<file path="config.mk">
export PLATFORM = sky130hd
export DESIGN_NAME = vtp_fail_log_fifo
export DESIGN_NICKNAME = d
export VERILOG_FILES = /design/src/rtl/vtp_fail_log_fifo.sv
export SDC_FILE = /design/constraint.sdc
export NUM_CORES = 2
export LEC_CHECK = 0
export ABC_CLOCK_PERIOD_IN_PS = 8900
export CAP_MARGIN = 20
export CORE_UTILIZATION = 40
export DETAILED_ROUTE_END_ITERATION = 8
export PLACE_DENSITY = 0.65
export SYNTH_ARGS = -nofsm -noshare
export SYNTH_HDL_FRONTEND = slang
export SYNTH_SLANG_ARGS = --single-unit
</file>
<file path="constraint.sdc">
create_clock -name clk -period 8.9 [get_ports clk]
set_clock_uncertainty 0.2 [all_clocks]
set_input_delay 0.89 -clock clk [delete_from_list [all_inputs] [get_ports clk]]
set_output_delay 0.89 -clock clk [all_outputs]
set_load 0.05 [all_outputs]
</file>
<file path="src/rtl/vtp_fail_log_fifo.sv">
`timescale 1ns/1ps
// Purpose : in-order log of VTP read/write translation failures (VA, channel, sequence number),
//           with a saturating count of events lost to a full log.
// Latency : push-to-visible 1 cycle; show-ahead head; a pop removes the head at the clock edge.
// Backpress: none upstream; events arriving while the log is full are dropped and counted.
// Ports   : clk/reset (async, active-high); rd_/wr_fail_valid + _va event inputs; clear (sync flush);
//           log_rd_en pops the head; log_valid/log_va/log_is_wr/log_seq show the head;
//           log_count = occupancy; drop_cnt = saturating count of lost events.
module vtp_fail_log_fifo #(
  parameter int DEPTH     = 16,
  parameter int VA_WIDTH  = 64,
  parameter int CNT_WIDTH = 16
) (
  input  logic                     clk,
  input  logic                     reset,
  input  logic                     rd_fail_valid,
  input  logic [VA_WIDTH-1:0]      rd_fail_va,
  input  logic                     wr_fail_valid,
  input  logic [VA_WIDTH-1:0]      wr_fail_va,
  input  logic                     clear,
  input  logic                     log_rd_en,
  output logic                     log_valid,
  output logic [VA_WIDTH-1:0]      log_va,
  output logic                     log_is_wr,
  output logic [CNT_WIDTH-1:0]     log_seq,
  output logic [$clog2(DEPTH):0]   log_count,
  output logic [CNT_WIDTH-1:0]     drop_cnt
);

  localparam int AW  = $clog2(DEPTH);
  localparam int OW  = AW + 1;
  localparam int CW1 = CNT_WIDTH + 1;

  typedef struct packed {
    logic [VA_WIDTH-1:0]  va;
    logic                 is_wr;
    logic [CNT_WIDTH-1:0] seq;
  } entry_t;

  entry_t               mem_q [DEPTH];
  logic [AW-1:0]        wr_ptr_q, wr_ptr_d;
  logic [AW-1:0]        rd_ptr_q, rd_ptr_d;
  logic [OW-1:0]        occ_q, occ_d;
  logic [CNT_WIDTH-1:0] seq_q, seq_d;
  logic [CNT_WIDTH-1:0] drop_q, drop_d;

  logic                 pop_ok;
  logic                 rd_push, wr_push;
  logic [OW-1:0]        free_slots;
  logic [OW-1:0]        n_push;
  logic [CW1-1:0]       n_drop;
  logic [CW1-1:0]       drop_sum;
  logic [AW-1:0]        wr_slot;
  entry_t               rd_entry, wr_entry, head;

  always_comb begin
    pop_ok     = log_rd_en && (occ_q != '0) && !clear;
    // A same-cycle pop frees its slot for this cycle's pushes; cannot exceed DEPTH
    // because a pop implies at least one occupied slot.
    free_slots = OW'(DEPTH) - occ_q + OW'(pop_ok);
    rd_push    = !clear && rd_fail_valid && (free_slots != '0);
    // wr needs one slot beyond whatever rd consumed (rd valid but dropped means free is 0).
    wr_push    = !clear && wr_fail_valid && (free_slots > OW'(rd_fail_valid));
    n_push     = OW'(rd_push) + OW'(wr_push);
    n_drop     = clear ? '0 : (CW1'(rd_fail_valid & ~rd_push) + CW1'(wr_fail_valid & ~wr_push));
    drop_sum   = {1'b0, drop_q} + n_drop;
    wr_slot    = wr_ptr_q + AW'(rd_push);

    rd_entry.va    = rd_fail_va;
    rd_entry.is_wr = 1'b0;
    rd_entry.seq   = seq_q;
    wr_entry.va    = wr_fail_va;
    wr_entry.is_wr = 1'b1;
    // wr is numbered after rd whether or not rd was admitted.
    wr_entry.seq   = seq_q + CNT_WIDTH'(rd_fail_valid);

    if (clear) begin
      wr_ptr_d = '0;
      rd_ptr_d = '0;
      occ_d    = '0;
      seq_d    = '0;
      drop_d   = '0;
    end else begin
      wr_ptr_d = wr_ptr_q + AW'(n_push);
      rd_ptr_d = rd_ptr_q + AW'(pop_ok);
      occ_d    = occ_q + n_push - OW'(pop_ok);
      seq_d    = seq_q + CNT_WIDTH'(rd_fail_valid) + CNT_WIDTH'(wr_fail_valid);
      drop_d   = drop_sum[CW1-1] ? '1 : drop_sum[CNT_WIDTH-1:0];
    end
  end

  always_ff @(posedge clk or posedge reset) begin
    if (reset) begin
      wr_ptr_q <= '0;
      rd_ptr_q <= '0;
      occ_q    <= '0;
      seq_q    <= '0;
      drop_q   <= '0;
    end else begin
      wr_ptr_q <= wr_ptr_d;
      rd_ptr_q <= rd_ptr_d;
      occ_q    <= occ_d;
      seq_q    <= seq_d;
      drop_q   <= drop_d;
    end
  end

  // Storage needs no reset: outputs are gated by occupancy, so stale slots are never visible.
  always_ff @(posedge clk) begin
    if (rd_push) mem_q[wr_ptr_q] <= rd_entry;
    if (wr_push) mem_q[wr_slot]  <= wr_entry;
  end

  assign head      = mem_q[rd_ptr_q];
  assign log_valid = (occ_q != '0);
  assign log_va    = log_valid ? head.va    : '0;
  assign log_is_wr = log_valid ? head.is_wr : 1'b0;
  assign log_seq   = log_valid ? head.seq   : '0;
  assign log_count = occ_q;
  assign drop_cnt  = drop_q;

endmodule

</file>
==> metrics.cfg <==
[global_routing]
grt_max_degree=133
grt_pass1_wl_um=321000
top_usage_layer=met2
gr-usage-met3_pct=6.137
grtUsageTotal_pct=26.35
gr-total-overflow=0
antenna_found_initial=27
grtUsageMet2_pct=42.47
grt_pass1_vias=43688
gr-usage-met1_pct=34.42

[synthesis]
synth.area.top_cells=edfxtp_1 57%, a22o_1 14%, mux4_2 14%
ys.flop_type=edfxtp_1
netlist_area_mm2=0.06702
synth-simple-area-share_pct=2.935
synth_enable_flop_cells=1280
synth_nets=4392
avgSynthCellArea_um2=15.84
syn_inst=4231
ys_ff_latch=1341
synth_compound_area_share_pct=17.66
synth_xor_area_share_pct=0.5227
synth-seq-area-share_pct=59.51
ys_warn_count=0
synthMuxAreaShare_pct=13.63
synth_top_area_share_pct=57.35
synth_top_family_by_area=compound AO/OA/AOI/OAI gates
synth_adder_area_share_pct=0.5377
ys_types=61
synth_top_area_cell=edfxtp_1
ys_async_sr_fraction_pct=3.356

[clock_network]
cts-root-buf=clkbuf_16
cts_setup_buffers=0
clk_path_buf_depth=3
cts_resized=0
cts_tree=yes
h-tree-depth=4
numCtsBuffers=150
clk_pin_slew_ns=0.06
clk_latency_ns=0.78
ctsHoldBuffers=0
clock_sinks=1341

[min_path]
hold_path.class=reg2reg

[timing]
fin_tns_setup_ns=0
layout_min_cycle_time_ns=6.748
whs_ns=0.2475
rsz0062_at_grt=false
fmax_mhz=148.2
report.final.slew_viol_count=0
relSlewSlack_pct=23.09
hold_viol_final=0
finalSetupViolCount=0
finalCritPeriodShare_pct=75.82
tightest_slew_ns=1.154

[floorplanning]
fp.dieW_um=411.3
core_area_mm2=0.1657
die_h_um=411.3
die-area_mm2=0.1692
rows=149
initial_utilization_pct=40.44
io_pins=237

[place]
gp_congestion=0.8133
dpl.hpwl_um=119700
io_buffers=236

[detailed_routing]
drc=0
wl_per_cell_um=35.67
wirelength_um=227100
ant_nets=0
vias=43680
via_per_inst=6.863
drt_pre_antenna_iters=5
drt_iter0_drc=6254

[finish]
fillers=14216
area_delta_synth_final_pct=11.62
drive_gt1_share_pct=19.07
final_nets=4207
final_core_util_pct=45.14

[flow_run]
cap_viol_max_count=0

[pwr]
switching_share_pct=31.31
p_int_uw=12290
vdd_drop_max_mv=0.1741
power_density_mw_per_mm2=239.2
combPwrFrac_pct=25.7
leakage_uw=0.02436
clockPowerShare_pct=32.7
seq_power_share_pct=41.6
switchingPower_uw=5602

[critical_path]
critPathMaxStageDelay_ns=0.89
crit_top_cell=ha_1
crit_chain=inv_1, ha_1, or4b_4, nand3b_1, ha_1, inv_1, ha_1, nor3_1, or2_1, a41o_2, inv_1, ha_1, ha_1, nand2b_1, o32ai_1, and3_4, buf_4, a22o_1
setup.worst_path.class=reg2reg
cp-start-kind=flop
cpMaxStageDelayCell=o32ai_1
cp_max_fo=49
crit_required_ns=9.34
cp_data_arrival_time_ns=7.19
end_kind=flop

[outcome]
outcome=completed

==> power groups by stage <==
stage	combinational, µW	sequential [µW]	clock, µW
2_1_floorplan	2960	7550	0
5_1_grt	4780	7470	6130
4_1_cts	4620	7440	5910
6_report	4600	7440	5860
3_5_place_dp	4600	7570	0
3_3_place_gp	4590	7550	0
==> layout by cell type (no fill, tap or decap), types with 55 or more instances in the layout <==
master	count
buf_4	109
edfxtp_1	1280
o2bb2ai_1	193
a21o_1	55
a21oi_1	55
mux4_2	405
clkdlybuf4s50_1	235
and2_1	82
clkbuf_16	153
a22o_1	1056
==> cells in the mapped netlist (16+ instances only) <==
library cell and instances:
nand2_1 39, dfrtp_1 45, and2_1 82, edfxtp_1 1280, clkbuf_1 400, xnor2_1 17, inv_1 23, nor2_1 32
o2bb2ai_1 193, nand3_1 29, or3_1 20, buf_1 175, buf_2 34, a21o_1 55, and3_1 16, buf_6 95
a22o_1 1056, xor2_1 23, dfxtp_1 16, ha_1 24, a21oi_1 55, mux4_2 405
==> flip-flops by register name (all words and copies together) (netlist names) <==
name / cells
rd_ptr_q: 4
drop_cnt: 16
mem_q: 1296
seq_q: 16
log_count: 5
wr_ptr_q: 4
==> cell families (layout without fill, tap and decap cells) <==
group / count (synthesis) / in the layout
other cells: 0 / 12
compound gates: 1384 / 1384
flops: 1341 / 1341
mux: 406 / 406
buf+inv: 728 / 661
xor+xnor: 40 / 40
simple gates: 305 / 305
fa+ha+maj: 27 / 27
==> through the flow <==
| stage | std cells | setup WS [ns] | power, µW | area [µm²] |
|---|---|---|---|---|
| finish | 6365 | 2.152 | 17890 | 74810 |
| global placement | 6082 | 2.112 | 12140 | 70220 |
| CTS | 6352 | 2.090 | 17960 | 74750 |
| floorplan | 4231 | 1.309 | 10510 | 67020 |
| detailed placement | 6082 | 2.086 | 12170 | 70220 |
| global route | 6357 | 1.710 | 18380 | 74790 |
==> per-layer routing <==
layer / up-vias / part of all wire [%]
met5: - / 0.027
met4: 10 / 3.8
met3: 610 / 12
met2: 3191 / 48
met1: 22676 / 36
li1: 17193 / -
==> final timing paths <==
| path | from | end | slack [ns] | cells after the start |
|---|---|---|---|---|
| worst max-delay path | log_count[3]$_DFF_PP0_ | mem_q[5][24]$_DFFE_PP_ | 2.15 | 18 |
| min in group asynchronous | reset | drop_cnt[13]$_DFF_PP0_ | 0.41 | 3 |
| worst min-delay path | mem_q[3][16]$_SDFFE_PP1P_ | mem_q[3][16]$_SDFFE_PP1P_ | 0.25 | 1 |
| max in group asynchronous | reset | rd_ptr_q[0]$_DFF_PP0_ | 7.55 | 3 |
| worst min register to register | mem_q[3][16]$_SDFFE_PP1P_ | mem_q[3][16]$_SDFFE_PP1P_ | 0.25 | 1 |
| worst max register to register | log_count[3]$_DFF_PP0_ | mem_q[5][24]$_DFFE_PP_ | 2.15 | 18 |
==> layout make-up <==
| cell class | count | area, µm² | area share [%] |
|---|---|---|---|
| inverter | 23 | 86.33 | 0.1154 |
| sequential | 1341 | 39900 | 53.33 |
| tap | 2189 | 2739 | 3.661 |
| clock inverter | 71 | 515.5 | 0.6891 |
| antenna | 12 | 30.03 | 0.04014 |
| timing repair buffer | 368 | 3643 | 4.870 |
| clock buffer | 199 | 4011 | 5.362 |
| multi-input combinational | 2162 | 23880 | 31.93 |
==> worst max-delay path, delay by kind of cell (launching register included) <==
family / cells / cell delay, ns
AOI/OAI and AO/OA: 3 / 1.37
adders and majority gates: 5 / 1.06
buffers and inverters: 4 / 1.18
DFF: 1 / 0.44
and+or+nand+nor: 6 / 2.28
Note: power is estimated with default switching activity, not from simulation.
